<file path="src/rtl/wb_queue.sv">
// wb_queue: in-order write-back result queue.
// Captures register write-back results (we/rwd) from the processing unit and
// releases them oldest-first over a dv/dr valid/ready handshake.
// Optional build macro WB_QUEUE_OVF_EN adds a sticky overflow flag (ovf) and a
// saturating discarded-write counter (drops); without it both outputs read 0.
// Data width is `WIDTH+1 bits; `WIDTH defaults to 15 (16-bit entries).
//
// Handshake: an entry is transferred (popped) on a rising clk edge where
// dv=1 and dr=1. dv/dout stay stable while dv=1 and dr=0. dr is ignored while
// dv=0. A push is accepted when we=1 and the queue is not full, or when it is
// full but a pop happens in the same cycle. A pushed entry reaches dv/dout only
// in the cycle after its push edge (no fall-through).

`ifndef WIDTH
`define WIDTH 15
`endif

module wb_queue #(
   parameter int DEPTH = 8
) (
   input  logic                     clk,
   input  logic                     rst,
   input  logic                     we,
   input  logic [`WIDTH:0]          rwd,
   output logic                     dv,
   output logic [`WIDTH:0]          dout,
   input  logic                     dr,
   output logic                     full,
   output logic                     empty,
   output logic [$clog2(DEPTH):0]   count,
   output logic                     ovf,
   output logic [7:0]               drops
);

   localparam int AW = $clog2(DEPTH);
   localparam int CW = AW + 1;

   // Storage and bookkeeping state
   logic [`WIDTH:0] mem_q [DEPTH];
   logic [AW-1:0]   wr_ptr_q, wr_ptr_d;
   logic [AW-1:0]   rd_ptr_q, rd_ptr_d;
   logic [CW-1:0]   count_q, count_d;

   logic            push;
   logic            pop;

   // Status flags come from the occupancy count only; pointers alone cannot
   // tell full from empty.
   assign empty = (count_q == '0);
   assign full  = (count_q == CW'(DEPTH));
   assign dv    = ~empty;
   assign count = count_q;

   // Head entry is shown only while valid, so reset forces dout to 0 at once.
   assign dout  = dv ? mem_q[rd_ptr_q] : '0;

   // Transfer conditions. A full queue can still take a push when the head
   // leaves in the same cycle, which keeps streaming at one entry per cycle.
   assign pop   = dv & dr;
   assign push  = we & (~full | pop);

   // Next-state for pointers and occupancy
   always_comb begin
      wr_ptr_d = wr_ptr_q;
      rd_ptr_d = rd_ptr_q;
      count_d  = count_q;
      if (push) begin
         wr_ptr_d = wr_ptr_q + AW'(1);
      end
      if (pop) begin
         rd_ptr_d = rd_ptr_q + AW'(1);
      end
      if (push && !pop) begin
         count_d = count_q + CW'(1);
      end else if (pop && !push) begin
         count_d = count_q - CW'(1);
      end
   end

   // Pointer and count registers, cleared asynchronously
   always_ff @(posedge clk or posedge rst) begin
      if (rst) begin
         wr_ptr_q <= '0;
         rd_ptr_q <= '0;
         count_q  <= '0;
      end else begin
         wr_ptr_q <= wr_ptr_d;
         rd_ptr_q <= rd_ptr_d;
         count_q  <= count_d;
      end
   end

   // Entry storage; stale contents are harmless because count gates visibility
   always_ff @(posedge clk) begin
      if (push && !rst) begin
         mem_q[wr_ptr_q] <= rwd;
      end
   end

`ifdef WB_QUEUE_OVF_EN
   // A write that finds the queue full with no departing head is discarded
   logic       ovf_evt;
   logic       ovf_q;
   logic [7:0] drops_q;

   assign ovf_evt = we & full & ~pop;
   assign ovf     = ovf_q;
   assign drops   = drops_q;

   // Sticky overflow flag and saturating drop counter
   always_ff @(posedge clk or posedge rst) begin
      if (rst) begin
         ovf_q   <= 1'b0;
         drops_q <= 8'd0;
      end else if (ovf_evt) begin
         ovf_q <= 1'b1;
         if (drops_q != 8'hFF) begin
            drops_q <= drops_q + 8'd1;
         end
      end
   end
`else
   assign ovf   = 1'b0;
   assign drops = 8'd0;
`endif

endmodule

</file>
<file path="config.mk">
export PLATFORM = sky130hd
export DESIGN_NAME = wb_queue
export DESIGN_NICKNAME = d
export VERILOG_FILES = /design/src/rtl/wb_queue.sv
export SDC_FILE = /design/constraint.sdc
export NUM_CORES = 1
export LEC_CHECK = 0
export ABC_CLOCK_PERIOD_IN_PS = 4710
export BUFFER_PORTS_ARGS = -buffer_cell sky130_fd_sc_hd__clkbuf_2
export CAP_MARGIN = 30
export CORE_MARGIN = 5
export CORE_UTILIZATION = 55
export CTS_CLUSTER_SIZE = 20
export DETAILED_ROUTE_END_ITERATION = 8
export GPL_TIMING_DRIVEN = 0
export PLACE_DENSITY = 0.8
export SLEW_MARGIN = 20
export SYNTH_ARGS = -nofsm -noshare
export SYNTH_HDL_FRONTEND = slang
export SYNTH_SLANG_ARGS = --single-unit
</file>
<file path="constraint.sdc">
create_clock -name clk -period 4.71 [get_ports clk]
set_clock_uncertainty 0.2 [all_clocks]
set_input_delay 0.942 -clock clk [delete_from_list [all_inputs] [get_ports clk]]
set_output_delay 0.942 -clock clk [all_outputs]
set_load 0.03 [all_outputs]
</file>
==> results of run 1 <==
==> layer usage <==
metal / part of all wire (%) / wire length [µm] / global-route usage [%]
met4: 2.0 / 228 / 7.66
met3: 7.0 / 794 / 4.95
met2: 50 / 5670 / 33.3
met1: 41 / 4660 / 29.0
met5: 0 / 0 / 0
==> final cells by class <==
class | count | share of cell area, %
Buffer | 23 | 2.16
Clock buffer | 17 | 6.15
Clock inverter | 15 | 2.97
Inverter | 6 | 0.335
Multi-Input combinational cell | 107 | 19.7
Sequential cell | 138 | 60.8
Tap cell | 133 | 2.47
Timing Repair Buffer | 63 | 5.43
==> critical path, delay by kind of cell, from the launching register on <==
kind            cells  cell delay, ns
compound gates      1            0.19
buf+inv             4            0.81
flops               1            0.47
simple gates        2            0.65
==> layout by cell type, fill, tap and decap left out, types with 2 or more instances in the layout <==
| master | n |
|---|---|
| nand3b_1 | 2 |
| inv_1 | 6 |
| conb_1 | 9 |
| clkinv_4 | 2 |
| or3_1 | 3 |
| nand2_1 | 6 |
| nor3_2 | 3 |
| clkbuf_2 | 42 |
| clkbuf_1 | 6 |
| xnor2_1 | 6 |
| buf_4 | 25 |
| a22o_1 | 16 |
| nand3_1 | 2 |
| nor2_1 | 2 |
| edfxtp_1 | 128 |
| buf_6 | 4 |
| ha_1 | 5 |
| clkinvlp_4 | 6 |
| mux4_2 | 32 |
| clkbuf_16 | 16 |
| buf_2 | 9 |
| bufinv_16 | 4 |
| dfrtp_1 | 10 |
| nor4_2 | 4 |
| or4_1 | 2 |
| mux2_2 | 3 |
==> cell families (layout without fill, tap and decap cells) <==
kind of cell / after synthesis / in the layout / share of synthesized area, %
adders and majority gates: 6 / 6 / 1.50
buffers and inverters: 29 / 124 / 3.04
and+or+nand+nor: 27 / 27 / 2.84
other: 1 / 9 / 0.0681
AOI/OAI and AO/OA: 23 / 23 / 3.41
xor gates and xnor gates: 6 / 6 / 0.954
DFF: 138 / 138 / 74.3
muxes: 36 / 36 / 13.9
==> sequential cells by signal (all words and copies together), names as in the netlist <==
register,cells
rd_ptr_q,3
count,4
mem_q,128
wr_ptr_q,3
==> power by group through the flow <==
stage | Sequential (W) | Clock [W] | Combinational [W]
floorplan | 0.00159 | 0 | 0.00109
CTS | 0.00156 | 0.00137 | 0.00157
global route | 0.00158 | 0.00143 | 0.00165
finish | 0.00156 | 0.00135 | 0.00154
global placement | 0.00157 | 0 | 0.00148
detailed placement | 0.00158 | 0 | 0.00155
==> worst min path at each step <==
| stage | startpoint | slack [ns] | depth (start not counted) | end |
|---|---|---|---|---|
| 2_1_floorplan | rd_ptr_q[2] | 0.27 | 1 | rd_ptr_q[2] |
| 3_3_place_gp | rd_ptr_q[2] | 0.28 | 1 | rd_ptr_q[2] |
| 3_5_place_dp | rd_ptr_q[2] | 0.33 | 1 | rd_ptr_q[2] |
| 4_1_cts | rst | 0.27 | 2 | wr_ptr_q[1] |
| 5_1_grt | rst | 0.29 | 2 | wr_ptr_q[0] |
| 6_report | rst | 0.27 | 2 | count[0] |
==> stage by stage <==
step                      std cells  utilization, %
final                           502            68.9
after detailed placement        470            62.6
after floorplan                 274               -
after global routing            502            68.9
after global placement          449            60.5
after CTS                       502            68.9
==> flow_summary_export.csv, run 1 <==
group,metric,value,unit
status,outcome,"complete, no violations",
finish,num_antenna_cells,0,
global_route,antenna_found_initial,0,
floorplan,dieArea,12100,µm²
setup_path,reg2reg_depth,10,
route,firstDrtPassIters,4,
flow_run,cap_violations,0,
power_and_ir_drop,combPwrFrac,34.6,%
yosys,syn_inst,266,
yosys,synth_commonest_cells,"128 x edfxtp_1, 32 x mux4_2, 16 x a22o_1",
setup_path,r2r_setup_slack,1.37,ns
yosys,netlist.top_cell.by_area,"edfxtp_1",
setup_path,cp_common_cell,"buf_2",
setup_path,start_kind,"flop",
placed_design,portBuffers,42,
setup_path,crit_chain,"or4_1 -> buf_2 -> inv_1 -> nor2_1 -> buf_2 -> a22o_1 -> clkbuf_2",
sta,setup_tns,0,ns
floorplan,design.core.area,9770,µm²
setup_path,worstPathMaxFanout,10,
yosys,ys_ff_latch,138,
setup_path,worstSetupStartpoint,"count[0]",
power_and_ir_drop,pwr_density_cell,662,nW/µm²
cts,cts-resized-gates,0,
cts,cts-hold-fix-buffers,0,
power_and_ir_drop,p_switching,0.00149,W
global_route,grt_max_degree,17,
sta,slew_violations,0,
sta,fmax,263,MHz
route,viasPerCell,5.73,
setup_path,critPathKind,"reg -> out",
sta,rsz0062_at_grt,"false",
sta,slew-limit-headroom,47.7,%
power_and_ir_drop,finalPower,0.00446,W
yosys,yosysMostFrequentCell,"edfxtp_1",
setup_path,cp_data_arrival_time,2.66,ns
power_and_ir_drop,cellLeakagePower,2.41,nW
route,ant_nets,0,
cts,cts_root_buffer,"clkbuf_8",
cts,worstSkewPairLatency,0.51,ns
finish,multiInputGateArea,1320,µm²
cts,path_clk_slew,0.06,ns
power_and_ir_drop,p_int,0.00296,W
yosys,netlist_area,5510,µm²
finish,nNetsFinal,382,
cts,cts_setup_buffers,0,
route,vias,2876,
route,drt_iter0_markers,261,
yosys,synth.top_cell.area_share,69.8,%
placed_design,dp_hpwl,7420,µm
global_route,grt.total_usage,21.1,%
power_and_ir_drop,p_sw_share,33.5,%
min_path,min_path_type,"in -> async",
sta,fin_crit_sh,80.7,%
placed_design,gp_congestion,0.762,
sta,whs,0.270,ns
setup_path,r2r_start,"count[0]",
sta,tightest_slew,0.779,ns
yosys,synth_flop_cell,"edfxtp_1",
finish,finalInstanceArea,6730,µm²
cts,ctsHtreeMaxLevel,4,
cts,cts_tree,"done",
placed_design,pre_cts_slack,1.37,ns
sta,setup_viol,0,
setup_path,cpMaxStageDelayCell,"nor2_1",
global_route,grt_pass1_wl,17700,µm
setup_path,max_stage_delay,0.50,ns
power_and_ir_drop,seqPwrFrac,35.1,%
route,drc,0,
placed_design,placed_cell_area,6120,µm²
cts,clk_path_buf_depth,2,
floorplan,dieWidth,110,µm
finish,n_fill_cell,629,
cts,cts_sinks,138,
floorplan,rows,36,
power_and_ir_drop,p_clk_share,30.3,%
sta,postLayoutSetupSlackWorst,0.908,ns
finish,seqCellArea,4090,µm²
global_route,grt_pass1_vias,2976,
finish,area_delta_synth_final,22.2,%
sta,finalCriticalPeriod,3.80,ns
setup_path,cp-endpoint,"dout[7]",
route,wirelength,11400,µm
finish,drive_above_1_share,42.3,%
floorplan,ios,52,
sta,hold_viol,0,
route,post_drt_wl_per_cell,22.6,µm
yosys,synth_edf_count,128,
yosys,ys_warn_count,0,
cts,numCtsBuffers,17,
floorplan,fp.dieH,110,µm
setup_path,required,3.57,ns
yosys,synthTopCellsByArea,"edfxtp_1 70%, mux4_2 13%, dfrtp_1 4.5%",
setup_path,endpoint_kind,"primary output",
floorplan,start_util,56.4,%
power_and_ir_drop,irDropWorstVdd,405,µV
yosys,synthArstFlopShare,7.25,%
yosys,syn_area_per_cell,20.7,µm²
setup_path,rr_endpoint,"count[3]",
yosys,synth.distinct_cells,33,
global_route,gr-total-overflow,0,
yosys,yosysSeqAreaShare,74.3,%
Note: power is estimated with default switching activity, not from simulation.
==> run 2, diff against run 1 <==
--- a/config.mk
+++ b/config.mk
@@ -5,7 +5,8 @@
 export SDC_FILE = /design/constraint.sdc
 export NUM_CORES = 1
 export LEC_CHECK = 0
-export ABC_CLOCK_PERIOD_IN_PS = 4710
+export ABC_AREA = 1
+export ABC_CLOCK_PERIOD_IN_PS = 3710
 export BUFFER_PORTS_ARGS = -buffer_cell sky130_fd_sc_hd__clkbuf_2
 export CAP_MARGIN = 30
 export CORE_MARGIN = 5
@@ -13,7 +14,7 @@
 export CTS_CLUSTER_SIZE = 20
 export DETAILED_ROUTE_END_ITERATION = 8
 export GPL_TIMING_DRIVEN = 0
-export PLACE_DENSITY = 0.8
+export PLACE_DENSITY = 0.79
 export SLEW_MARGIN = 20
 export SYNTH_ARGS = -nofsm -noshare
 export SYNTH_HDL_FRONTEND = slang
==> constraint.sdc (replaced) <==
create_clock -name clk -period 3.71 [get_ports clk]
set_clock_uncertainty 0.2 [all_clocks]
set_input_delay 0.742 -clock clk [delete_from_list [all_inputs] [get_ports clk]]
set_output_delay 0.742 -clock clk [all_outputs]
set_load 0.03 [all_outputs]
==> run 2 against run 1 <==
Net effect: hold slack lost 0.13 ns; worst setup slack lost 0.23 ns; synthesized cell count rose by 140%; die area is 14% higher; routed wire length increased by 30%; first-iteration DRC count up 79%; sequential share of layout area fell by 6.3 points; via count up 59%; critical path depth fell by 1; flip-flop and latch count unchanged; clock power is 27% higher; design area increased by 12%; largest cell class unchanged; highest routed layer unchanged.
==> flow_summary_export.csv, run 2 <==
group,metric,value,unit
cts,cts_setup_buffers,0,
status,outcome,"complete, no violations",
yosys,synth-adder-area-share,1.30,%
floorplan,rows,39,
cts,cts-hold-fix-buffers,0,
sta,slew-limit-headroom,39.4,%
yosys,synth_flop_cell,"edfxtp_1",
power_and_ir_drop,pwr_density_cell,824,nW/µm²
power_and_ir_drop,seqPwrFrac,31.5,%
route,drc,0,
cts,worstSkewPairLatency,0.41,ns
setup_path,endpoint_kind,"primary output",
finish,num_antenna_cells,0,
setup_path,start_kind,"flop",
sta,tightest_slew,0.904,ns
floorplan,dieArea,13800,µm²
power_and_ir_drop,irDropWorstVdd,502,µV
finish,final_common_cell,"nand2_1",
power_and_ir_drop,p_int,0.00370,W
global_route,gr-total-overflow,0,
sta,rsz0062_at_grt,"false",
placed_design,portBuffers,42,
finish,largest-register,"mem_q",
yosys,synth_commonest_cells,"183 x nand2_1, 138 x inv_1, 128 x edfxtp_1",
yosys,synth_compound_area_share,0.316,%
yosys,synth.top_cell.area_share,60.6,%
floorplan,fp.dieH,117,µm
power_and_ir_drop,p_sw_share,40.1,%
yosys,synth-xor-area-share,0.691,%
finish,n_fill_cell,832,
yosys,synthArstFlopShare,7.25,%
cts,cts_sinks,138,
sta,fmax,330,MHz
finish,drive_above_1_share,17.3,%
cts,cts-resized-gates,0,
finish,fin_util,66.0,%
route,firstDrtPassIters,5,
yosys,yosysSeqAreaShare,64.6,%
finish,mostFrequentLayoutCells,"183 x nand2_1, 138 x inv_1, 128 x edfxtp_1",
placed_design,dp_hpwl,9970,µm
yosys,synthTopCellsByArea,"edfxtp_1 61%, nand2_1 11%, inv_1 8.2%",
power_and_ir_drop,combPwrFrac,40.8,%
global_route,grt.total_usage,21.9,%
setup_path,cp_data_arrival_time,2.09,ns
global_route,antenna_found_initial,0,
yosys,synth.distinct_cells,27,
route,drt_iter0_markers,466,
sta,fin_crit_sh,81.7,%
power_and_ir_drop,p_clk_share,27.6,%
setup_path,max_stage_delay,0.49,ns
sta,setup_viol,0,
yosys,yosys-mux-area-fraction,0,%
cts,cts_tree,"done",
global_route,grt_pass1_wl,23500,µm
cts,cts_root_buffer,"clkbuf_16",
route,wirelength,14800,µm
cts,numCtsBuffers,17,
yosys,synth_edf_count,128,
setup_path,cpMaxStageDelayCell,"dfrtp_1",
sta,hold_viol,0,
setup_path,r2r_setup_slack,1.07,ns
floorplan,design.core.area,11400,µm²
power_and_ir_drop,cellLeakagePower,3.54,nW
flow_run,cap_violations,0,
power_and_ir_drop,finalPower,0.00618,W
setup_path,crit_chain,"nor2_2 -> nand3_2 -> buf_2 -> nand2_1 -> nor2_1 -> clkbuf_2",
floorplan,start_util,55.7,%
floorplan,ios,52,
finish,finalInstanceArea,7510,µm²
floorplan,dieWidth,117,µm
finish,area_delta_synth_final,18.4,%
global_route,grt_pass1_vias,4779,
route,ant_nets,0,
cts,path_clk_slew,0.06,ns
yosys,ys_ff_latch,138,
finish,nNetsFinal,754,
yosys,synth_top_family_by_area,"simple AND/OR/NAND/NOR gates",
yosys,syn_inst,648,
route,viasPerCell,5.17,
power_and_ir_drop,p_switching,0.00248,W
yosys,netlist_area,6340,µm²
finish,largest_register_ffs,128,
setup_path,critPathKind,"reg -> out",
placed_design,placed_cell_area,6900,µm²
yosys,ys_warn_count,0,
placed_design,gp_congestion,0.832,
yosys,syn_area_per_cell,9.78,µm²
yosys,synth-simple-area-share,21.0,%
yosys,yosysMostFrequentCell,"nand2_1",
sta,finalCriticalPeriod,3.03,ns
route,vias,4571,
setup_path,worstPathMaxFanout,10,
min_path,min_path_type,"in -> async",
global_route,grt_max_degree,17,
sta,slew_violations,0,
yosys,netlist.top_cell.by_area,"edfxtp_1",
cts,ctsHtreeMaxLevel,4,
route,post_drt_wl_per_cell,16.7,µm
setup_path,required,2.77,ns
cts,clk_path_buf_depth,2,
[run 2: changes by cell type after synthesis, moves of 9 or more]
cell,change
mux4_2,-32
nand3_1,+82
inv_1,+132
nand2_1,+177
nor2_1,+38
buf_4,+9
a22o_1,-16
[run 2: cell type report]
class,instances,area (µm²),share of cell area (%)
inverter,140,526,7.00
multi-input combinational,343,1540,20.6
clock buffer,21,460,6.13
sequential,138,4090,54.5
buffer,35,236,3.15
timing repair buffer,53,323,4.30
tap,143,179,2.38
clock inverter,11,146,1.95
[run 2: stage by stage]
step / hold slack (ns) / instances / setup WS (ns) / TNS [ns]
after floorplan: 0.336 / 656 / 0.744 / 0
after global placement: 0.335 / 841 / -0.392 / -17.02
after detailed placement: 0.355 / 852 / 0.632 / 0
after CTS: 0.147 / 884 / 0.673 / 0
after global routing: 0.174 / 884 / 0.554 / 0
final: 0.142 / 884 / 0.680 / 0
[run 2: final timing paths]
kind	from	endpoint	cells past startpoint
setup / recovery	count[0]	dout[9]	6
hold / removal	rst	wr_ptr_q[0]	2
setup reg to reg	count[0]	count[3]	11
hold reg to reg	count[3]	count[3]	2
max in group asynchronous	rst	rd_ptr_q[2]	2
min in group clk	count[3]	count[3]	2
[run 2: power by group through the flow]
stage          clock network [W]  logic [W]  registers (W)
2_1_floorplan                  0    0.00169        0.00200
3_3_place_gp                   0    0.00237        0.00197
3_5_place_dp                   0    0.00250        0.00198
4_1_cts                  0.00172    0.00252        0.00195
5_1_grt                  0.00179    0.00276        0.00197
6_report                 0.00171    0.00253        0.00195
[run 2: worst max-delay path, delay by kind of cell (launching register included)]
kind | cells | cell delay [ns]
and+or+nand+nor | 4 | 0.61
buffers and inverters | 2 | 0.58
DFF | 1 | 0.49
[run 2: cells by family after synthesis]
| logic type | count (synthesis) |
|---|---|
| other cells | 1 |
| xor+xnor | 5 |
| simple gates | 319 |
| buf+inv | 175 |
| fa+ha+maj | 6 |
| compound gates | 4 |
| flops | 138 |
[run 2: per-layer routing]
metal	global-route usage (%)	part of all wire, %
met5	0	0
met3	5.25	8.7
met1	26.1	38
met2	38.2	52
met4	8.85	1.8
